`src/rtl/spi_pkg.sv`:
```
// spi_pkg: shared constants and types for the SPI device endpoint.
//   SPI_IDLE_BYTE : byte shifted out when the transmit buffer is empty
//   SPI_BITS      : frame length in bits
//   SPI_CNT_W     : width of the in-frame bit counter
//   spi_state_e   : device FSM state encoding
package spi_pkg;

   localparam logic [7:0] SPI_IDLE_BYTE = 8'hFF;
   localparam int         SPI_BITS      = 8;
   localparam int         SPI_CNT_W     = 3;

   typedef enum logic {
      IDLE  = 1'b0,
      SHIFT = 1'b1
   } spi_state_e;

endpackage : spi_pkg

```
`src/rtl/spi_sync_edge.sv`:
```
// spi_sync_edge: multi-flop synchronizer for one asynchronous pin plus
// rise/fall detection one flop after the last synchronizer stage.
// Ports:
//   clk, reset_n : system clock, async active-low reset
//   async_in     : pin from the asynchronous domain
//   rise, fall   : single-cycle strobes for a synchronized edge
// Parameters:
//   SYNC_STAGES  : synchronizer depth (2 or more)
//   RST_VAL      : reset value of the chain, matching the pin's idle level
module spi_sync_edge
   import spi_pkg::*;
#(
   parameter int   SYNC_STAGES = 2,
   parameter logic RST_VAL     = 1'b0
) (
   input  logic clk,
   input  logic reset_n,
   input  logic async_in,
   output logic rise,
   output logic fall
);

   logic [SYNC_STAGES-1:0] sync_q, sync_d;
   logic                   prev_q, prev_d;
   logic                   cur;

   always_comb begin
      sync_d = {sync_q[SYNC_STAGES-2:0], async_in};
      cur    = sync_q[SYNC_STAGES-1];
      prev_d = cur;
      rise   = cur & ~prev_q;
      fall   = ~cur & prev_q;
   end

   always_ff @(posedge clk or negedge reset_n) begin
      if (!reset_n) begin
         sync_q <= {SYNC_STAGES{RST_VAL}};
         prev_q <= RST_VAL;
      end else begin
         sync_q <= sync_d;
         prev_q <= prev_d;
      end
   end

endmodule : spi_sync_edge

```
`src/rtl/spi_dev.sv`:
```
// spi_dev: SPI device (slave) endpoint, mode 0, MSB first, 8-bit frames.
// All pins are oversampled in the clk domain (SCK <= clk/8).
// Ports:
//   clk, reset_n        : system clock, async active-low reset
//   sck, ss_n, mosi     : SPI pins from the host (asynchronous)
//   miso, miso_oe       : device data out and its tristate enable
//   tx_data, tx_wr      : local write into the one-deep transmit buffer
//   tx_ready            : transmit buffer empty
//   rx_data, rx_valid   : last received byte and its one-cycle strobe
//   underrun            : strobe, a byte was loaded from an empty buffer
//   busy                : selected (state SHIFT)
//
// state | meaning
// ------+-----------------------------------------------------------
// IDLE  | not selected; sck events ignored, miso parked at 1
// SHIFT | selected; rx on rising sck, tx on falling sck
module spi_dev
   import spi_pkg::*;
#(
   parameter int SYNC_STAGES = 2
) (
   input  logic       clk,
   input  logic       reset_n,
   input  logic       sck,
   input  logic       ss_n,
   input  logic       mosi,
   output logic       miso,
   output logic       miso_oe,
   input  logic [7:0] tx_data,
   input  logic       tx_wr,
   output logic       tx_ready,
   output logic [7:0] rx_data,
   output logic       rx_valid,
   output logic       underrun,
   output logic       busy
);

   localparam logic [SPI_CNT_W-1:0] CNT_LAST = SPI_CNT_W'(SPI_BITS - 1);

   logic sck_rise, sck_fall, ss_rise, ss_fall;
   logic mosi_s;

   spi_sync_edge #(.SYNC_STAGES(SYNC_STAGES), .RST_VAL(1'b0)) u_sync_sck (
      .clk     (clk),
      .reset_n (reset_n),
      .async_in(sck),
      .rise    (sck_rise),
      .fall    (sck_fall)
   );

   spi_sync_edge #(.SYNC_STAGES(SYNC_STAGES), .RST_VAL(1'b1)) u_sync_ss (
      .clk     (clk),
      .reset_n (reset_n),
      .async_in(ss_n),
      .rise    (ss_rise),
      .fall    (ss_fall)
   );

   // mosi only needs a level; no edge detect.
   logic [SYNC_STAGES-1:0] mosi_sync_q, mosi_sync_d;

   always_comb begin
      mosi_sync_d = {mosi_sync_q[SYNC_STAGES-2:0], mosi};
      mosi_s      = mosi_sync_q[SYNC_STAGES-1];
   end

   spi_state_e           state_q, state_d;
   logic [SPI_CNT_W-1:0] bit_cnt_q, bit_cnt_d;
   // Bit 7 of the outgoing byte lives in miso_q; tx_shift holds the rest.
   logic [6:0]           tx_shift_q, tx_shift_d;
   // The newest bit arrives with mosi_s, so only 7 bits need storing.
   logic [6:0]           rx_shift_q, rx_shift_d;
   logic [7:0]           rx_data_q, rx_data_d;
   logic                 rx_valid_q, rx_valid_d;
   logic                 miso_q, miso_d;
   logic [7:0]           buf_q, buf_d;
   logic                 buf_full_q, buf_full_d;
   logic                 underrun_q, underrun_d;
   logic                 load_ev;

   always_comb begin
      state_d    = state_q;
      bit_cnt_d  = bit_cnt_q;
      tx_shift_d = tx_shift_q;
      rx_shift_d = rx_shift_q;
      rx_data_d  = rx_data_q;
      rx_valid_d = 1'b0;
      miso_d     = miso_q;
      buf_d      = buf_q;
      buf_full_d = buf_full_q;
      underrun_d = 1'b0;
      load_ev    = 1'b0;

      case (state_q)
         IDLE: begin
            if (ss_fall) begin
               state_d    = SHIFT;
               bit_cnt_d  = '0;
               rx_shift_d = '0;
               load_ev    = 1'b1;
            end
         end
         SHIFT: begin
            if (ss_rise) begin
               // Deselect drops any partial frame; a consumed byte is lost.
               state_d    = IDLE;
               bit_cnt_d  = '0;
               rx_shift_d = '0;
               tx_shift_d = SPI_IDLE_BYTE[6:0];
               miso_d     = 1'b1;
            end else if (sck_rise) begin
               rx_shift_d = {rx_shift_q[5:0], mosi_s};
               bit_cnt_d  = bit_cnt_q + 1'b1;
               if (bit_cnt_q == CNT_LAST) begin
                  rx_data_d  = {rx_shift_q, mosi_s};
                  rx_valid_d = 1'b1;
               end
            end else if (sck_fall) begin
               if (bit_cnt_q != '0) begin
                  miso_d     = tx_shift_q[6];
                  tx_shift_d = {tx_shift_q[5:0], 1'b1};
               end else begin
                  // Frame just completed: present the next byte's MSB.
                  load_ev = 1'b1;
               end
            end
         end
         default: state_d = IDLE;
      endcase

      if (load_ev) begin
         if (buf_full_q) begin
            miso_d     = buf_q[7];
            tx_shift_d = buf_q[6:0];
            buf_full_d = 1'b0;
         end else begin
            miso_d     = SPI_IDLE_BYTE[7];
            tx_shift_d = SPI_IDLE_BYTE[6:0];
            underrun_d = 1'b1;
         end
      end

      // Gated on the registered flag: a write coinciding with a load from
      // an empty buffer is kept for the following load.
      if (tx_wr && !buf_full_q) begin
         buf_d      = tx_data;
         buf_full_d = 1'b1;
      end
   end

   always_ff @(posedge clk or negedge reset_n) begin
      if (!reset_n) begin
         mosi_sync_q <= '0;
         state_q     <= IDLE;
         bit_cnt_q   <= '0;
         tx_shift_q  <= SPI_IDLE_BYTE[6:0];
         rx_shift_q  <= '0;
         rx_data_q   <= '0;
         rx_valid_q  <= 1'b0;
         miso_q      <= 1'b1;
         buf_q       <= '0;
         buf_full_q  <= 1'b0;
         underrun_q  <= 1'b0;
      end else begin
         mosi_sync_q <= mosi_sync_d;
         state_q     <= state_d;
         bit_cnt_q   <= bit_cnt_d;
         tx_shift_q  <= tx_shift_d;
         rx_shift_q  <= rx_shift_d;
         rx_data_q   <= rx_data_d;
         rx_valid_q  <= rx_valid_d;
         miso_q      <= miso_d;
         buf_q       <= buf_d;
         buf_full_q  <= buf_full_d;
         underrun_q  <= underrun_d;
      end
   end

   always_comb begin
      miso     = miso_q;
      miso_oe  = (state_q == SHIFT);
      busy     = (state_q == SHIFT);
      tx_ready = ~buf_full_q;
      rx_data  = rx_data_q;
      rx_valid = rx_valid_q;
      underrun = underrun_q;
   end

endmodule : spi_dev

```
`config.mk`:
```
export PLATFORM = sky130hd
export DESIGN_NAME = spi_dev
export DESIGN_NICKNAME = d
export VERILOG_FILES = /design/src/rtl/spi_pkg.sv /design/src/rtl/spi_sync_edge.sv /design/src/rtl/spi_dev.sv
export SDC_FILE = /design/constraint.sdc
export NUM_CORES = 1
export LEC_CHECK = 0
export ABC_CLOCK_PERIOD_IN_PS = 4050
export BUFFER_PORTS_ARGS = -buffer_cell sky130_fd_sc_hd__buf_4
export CORE_ASPECT_RATIO = 1.75
export CORE_MARGIN = 2
export CORE_UTILIZATION = 50
export CTS_CLUSTER_SIZE = 10
export DETAILED_ROUTE_END_ITERATION = 12
export PLACE_DENSITY = 0.71
export SETUP_SLACK_MARGIN = 0.1
export SLEW_MARGIN = 5
export SYNTH_ARGS = -nofsm -noshare
export SYNTH_HDL_FRONTEND = slang
export SYNTH_SLANG_ARGS = --single-unit
```
`constraint.sdc`:
```
create_clock -name clk -period 4.05 [get_ports clk]
set_clock_uncertainty 0.2 [all_clocks]
set_input_delay 0.405 -clock clk [delete_from_list [all_inputs] [get_ports clk]]
set_output_delay 0.405 -clock clk [all_outputs]
set_load 0.02 [all_outputs]
```
* Word-level counts from Yosys, hierarchy flattened
Index checks and enable logic that the tools add are counted.
** Word-level totals
- RAM bits :: 0
- ROM bits :: 0
- Memories kept :: 0
- Bits of input ports :: 14
- Register bits :: 46
- Latch bits :: 0
** Cells by class
- Shift-type cells :: 0
- Multiplexer cells :: 38
- Bitwise operators :: 11
- Div/mod/pow operators :: 0
- Reduce and logical (&&, ||, !) cells :: 10
- Order comparisons :: 0
- Multiply operators :: 0
- Eq/ne operators :: 4
- $add $sub $neg :: 1
** Operators by type and width (count)
- 7-bit 2-to-1 mux :: 10
- 1-bit 2-to-1 mux :: 21
- 7-bit case mux with 2 select lines :: 1
- 3-bit 2-to-1 mux :: 3
- 3-bit nonzero test :: 3
- 4-bit AND reduction :: 2
- 1-bit NOT :: 7
- 3-bit case mux with 2 select lines :: 1
- 1-bit AND :: 4
- 1-bit case mux with 2 select lines :: 2
- 2-bit nonzero test :: 2
- 3-bit by 1-bit adder with 3-bit output (second input constant) :: 1
- 3-bit == test (second input constant) :: 1
- 3-bit by 1-bit inequality test with 1-bit output (second input constant) :: 1
- 3-bit inequality test (second input constant) :: 1
- 2-bit inequality test (second input constant) :: 1
- 2-bit AND reduction :: 1
- 1-bit logical AND :: 1
- 1-bit logical NOT :: 1

* Longest topological paths before layout
- Depth in word-level cells :: 8
- Mapped depth :: 7
- Depth with buffers taken out :: 6

* By module
From an unflattened synthesis, not the netlist that was laid out.
** Unflattened totals
- Cell total of the unflattened synthesis :: 137
- Area, all modules :: 1903.1 um^2
** By module, submodules not included
- spi_dev :: sequential area each 1011.0 um^2, times used 1, area each 1719.1 um^2, cells an instance 127
- spi_sync_edge (u_sync_ss) :: sequential area each 78.8 um^2, times used 1, area each 93.8 um^2, cells an instance 5
- spi_sync_edge (u_sync_sck) :: sequential area each 75.1 um^2, times used 1, area each 90.1 um^2, cells an instance 5

* Worst setup path before layout
OpenSTA, ideal clock, no wires.
- Kind :: reg-to-reg
- Start point :: register bit_cnt_q[0]
- End point :: register tx_shift_q[0]
- Data required time :: 3764 ps
- Data arrival time :: 1579 ps
- Path slack :: 2184 ps
- Cell stages (with the launch flop) :: 8
- Cells stage by stage :: dfrtp_1 -> inv_1 -> ha_1 -> nand4bb_1 -> and2_1 -> clkbuf_1 -> or2_1 -> o41a_1
** On the way
- Cells in the longest elaborated chain, start to end :: 8
- Elaborated cells on any way between the ends :: 12
- Those cells by class :: eq/ne: 1; mux: 6; reduce/logical: 5
** Ends and longest elaborated chain
- start, declared :: line spi_dev.sv:68 : logic [SPI_CNT_W-1:0] bit_cnt_q, bit_cnt_d;
- start signal, assigned :: line spi_dev.sv:167 : bit_cnt_q <= bit_cnt_d;
- 3-bit nonzero test (*) :: line spi_dev.sv:119 : if (bit_cnt_q != '0) begin
- 1-bit 2-to-1 mux :: line spi_dev.sv:119
- 1-bit 2-to-1 mux :: line spi_dev.sv:118 : end else if (sck_fall) begin
- 1-bit 2-to-1 mux :: line spi_dev.sv:111 : end else if (sck_rise) begin
- 1-bit 2-to-1 mux :: line spi_dev.sv:104 : if (ss_rise) begin
- 1-bit case mux with 2 select lines :: line spi_dev.sv:94 : case (state_q)
- 3-bit by 1-bit inequality test with 1-bit output (no line) (tied with other cells)
- 4-bit AND reduction (no line)
- end signal, assigned :: line spi_dev.sv:156 : tx_shift_q <= SPI_IDLE_BYTE[6:0];
- end signal, assigned :: line spi_dev.sv:168 : tx_shift_q <= tx_shift_d;
- end, declared :: line spi_dev.sv:70 : logic [6:0] tx_shift_q, tx_shift_d;
Every way passes the cells marked *; elsewhere a longest branch is shown, timed or not.
A chain may end at the register's enable or synchronous reset.

* Worst setup path after layout
- Start point :: register state_q (netlist: busy)
- End point :: register tx_shift_q[5]
** On the way
- Cells in the longest elaborated chain, start to end :: 4
- Elaborated cells on any way between the ends :: 8
- Those cells by class :: eq/ne: 1; mux: 2; bitwise: 1; reduce/logical: 4
** Ends and longest elaborated chain
- start, declared :: line spi_dev.sv:67 : spi_state_e state_q, state_d;
- start signal, assigned :: line spi_dev.sv:166 : state_q <= state_d;
- 1-bit NOT
- 1-bit case mux with 2 select lines :: line spi_dev.sv:94
- 3-bit by 1-bit inequality test with 1-bit output (no line) (tied with other cells)
- 4-bit AND reduction (no line)
Parallel ways exist; a longest one is shown, timed or not.

==> flow_summary.json <==
{
  "status": "completed",
  "diodes": 0,
  "post-cts-setup-buffers": 0,
  "fillers": 313,
  "cts_tree": "built",
  "pwr_density_cell_nw_per_um2": 508,
  "cts_resized": 0,
  "drc": 0,
  "r2r_setup_slack_ns": 1.78,
  "rows": 29,
  "grt_pass1_vias": 1299,
  "overflow": 0,
  "setup_viol": 0,
  "yosys_warnings": 0,
  "die_w_um": 50.6,
  "clkSlewWorstSetupHoldPaths_ns": 0.08,
  "cp-start-kind": "flop",
  "finalSetupTns_ns": 0,
  "final_nets": 204,
  "fin_crit_ns": 2.27,
  "place_congestion": 0.843,
  "yosysSeqAreaShare": 0.613,
  "floorplan.die.height_um": 85.5,
  "rsz0062_at_grt": "no",
  "rr_startpoint": "busy$_DFF_PN0_",
  "antenna_found_initial": 0,
  "netlist_instances": 158,
  "grt_pass1_wl_mm": 5.75,
  "max_freq_mhz": 440,
  "vdd_drop_max_uv": 362,
  "start_util": 0.523,
  "fin_area_um2": 2260,
  "clk_path_buf_depth": 2,
  "fin_crit_sh": 0.561,
  "die_area_um2": 4330,
  "vias_per_cell": 5.65,
  "finalWirelength_mm": 3.39,
  "leakage_uw": 0.00107,
  "final_max_slew_viol_count": 0,
  "worstPathRequired_ns": 4.05,
  "min_from": "tx_data[4]",
  "avgRoutedWirePerCell_um": 14.5,
  "port-buffer-count": 27,
  "routed-via-count": 1323,
  "hold_viol": 0,
  "critPathKind": "reg -> reg",
  "fin_util": 0.624,
  "synthToLayoutAreaGrowth_pct": 19.2,
  "hpwl_mm": 2.39,
  "drt_pre_antenna_iters": 4,
  "final_cell_mix": "35 x dfrtp_1, 27 x buf_4, 16 x nand3_1",
  "track_usage": 0.179,
  "crit_fanout": 18,
  "maxSlewHeadroom": 0.532,
  "cts_buffers": 5,
  "seq_area_um2": 1160,
  "clk_latency_ns": 0.29,
  "antenna_left": 0,
  "layout_commonest_cell": "dfrtp_1",
  "drive_gt1_frac": 0.330,
  "syn_nets": 175,
  "drv_cap": 0,
  "grt_start_max_net_pins": 47,
  "multi_input_area_um2": 663,
  "htreeDepth": 2,
  "worstSetupStartpoint": "busy$_DFF_PN0_",
  "ys_seq_elements": 46,
  "hold_path.class": "in -> reg",
  "syn_area_um2": 1900,
  "drtIter0Drc": 20,
  "cts.sinks": 46,
  "synth_cell_type_count": 33,
  "ios": 28,
  "tightest_slew_ns": 0.700,
  "endpoint_kind": "flop",
  "place_area_um2": 2120,
  "cp.arrival_ns": 2.27,
  "core-area_um2": 3630,
  "syn_avg_cell_area_um2": 12.0,
  "cts-root-buf": "clkbuf_8"
}
[synthesized netlist by cell type, drive strengths merged]
cell type | n | area, µm²
nor2b | 3 | 18.8
or2 | 1 | 6.26
nor4 | 7 | 43.8
mux2 | 16 | 180
inv | 7 | 26.3
or3b | 1 | 8.76
o41a | 1 | 11.3
and2 | 2 | 12.5
clkbuf | 5 | 18.8
and2b | 1 | 7.51
o21ai | 5 | 28.8
nand4 | 8 | 50.1
nand3 | 16 | 80.1
nand2b | 1 | 6.26
ha | 3 | 37.5
buf | 4 | 22.5
o211ai | 1 | 7.51
nand3b | 1 | 7.51
maj3 | 1 | 11.3
o41ai | 1 | 8.76
nand4bb | 1 | 11.3
o31ai | 7 | 52.6
dfrtp | 35 | 876
clkinv | 1 | 3.75
nand2 | 7 | 26.3
nor2 | 9 | 33.8
nor3 | 1 | 5.00
dfstp | 11 | 289
a21o | 1 | 7.51
[state kept, by name, indices dropped and copies added (netlist names)]
register,count
mosi_sync_q,2
rx_data,8
u_sync_ss.prev_q,1
buf_q,8
tx_shift_q,7
u_sync_sck.prev_q,1
bit_cnt_q,3
miso,1
rx_shift_q,7
u_sync_ss.sync_q,2
underrun,1
busy,1
u_sync_sck.sync_q,2
buf_full_q,1
rx_valid,1
[final cells by class]
| type | count | area share |
|---|---|---|
| sequential | 46 | 0.514 |
| multi-input combinational | 95 | 0.293 |
| timing repair buffer | 31 | 0.107 |
| clock buffer | 7 | 0.0337 |
| tap | 46 | 0.0254 |
| clock inverter | 1 | 0.0133 |
| inverter | 8 | 0.0133 |
[metrics by stage]
step | worst slack [ns] | power, µW | hold slack [ns] | instances
2_1_floorplan | 2.18 | 762 | -0.0906 | 158
3_3_place_gp | 1.87 | 819 | 0.133 | 222
3_5_place_dp | 1.79 | 831 | 0.136 | 222
4_1_cts | 1.77 | 1160 | 0.00617 | 231
5_1_grt | 1.56 | 1220 | 0.126 | 234
6_report | 1.78 | 1150 | 0.141 | 234
[power by group]
group | switching [µW] | total (µW) | internal, µW
logic | 109 | 211 | 102
registers | 50.6 | 613 | 563
clock network | 141 | 326 | 185
total | 301 | 1150 | 849
[worst paths after layout]
path / endpoint / cells after the start
max: tx_shift_q[5]$_DFFE_PN1P_ / 4
min reg2reg: mosi_sync_q[1]$_DFF_PN0_ / 0
min: buf_q[4]$_DFFE_PN0P_ / 2
max reg2reg: tx_shift_q[5]$_DFFE_PN1P_ / 4
max in group asynchronous: tx_shift_q[4]$_DFFE_PN1P_ / 2
min in group asynchronous: rx_data[7]$_DFFE_PN0P_ / 2
[repair_timing]
action | CTS | global route
hold buffers | 1 | 3
setup endpoints to repair | 0 | 0
hold endpoints to repair | 35 | 3
[worst max-delay path, cell delays in order, from the launching register on]
cell and delay [ns]:
dfrtp_1 0.57, or3b_1 0.70, o211ai_1 0.39, nor2_1 0.08, o31ai_1 0.23
[routing by layer]
layer	share of wire	GRT usage	vias up
met5	0	0	-
met4	0.032	0.0983	0
met3	0.043	0.0575	12
met2	0.55	0.301	37
met1	0.38	0.197	652
li1	-	-	622
[cells by family (layout without fill, tap and decap cells)]
logic type               Yosys count  after routing  synth area share
AND/OR/NAND/NOR                   59             59             0.167
adder cells (fa/ha/maj)            4              4            0.0257
multiplexers                      16             16            0.0949
buffers and inverters             17             47            0.0375
AO/OA/AOI/OAI                     16             16            0.0613
flip-flops                        46             46             0.613
Note: power is estimated with default switching activity, not from simulation.
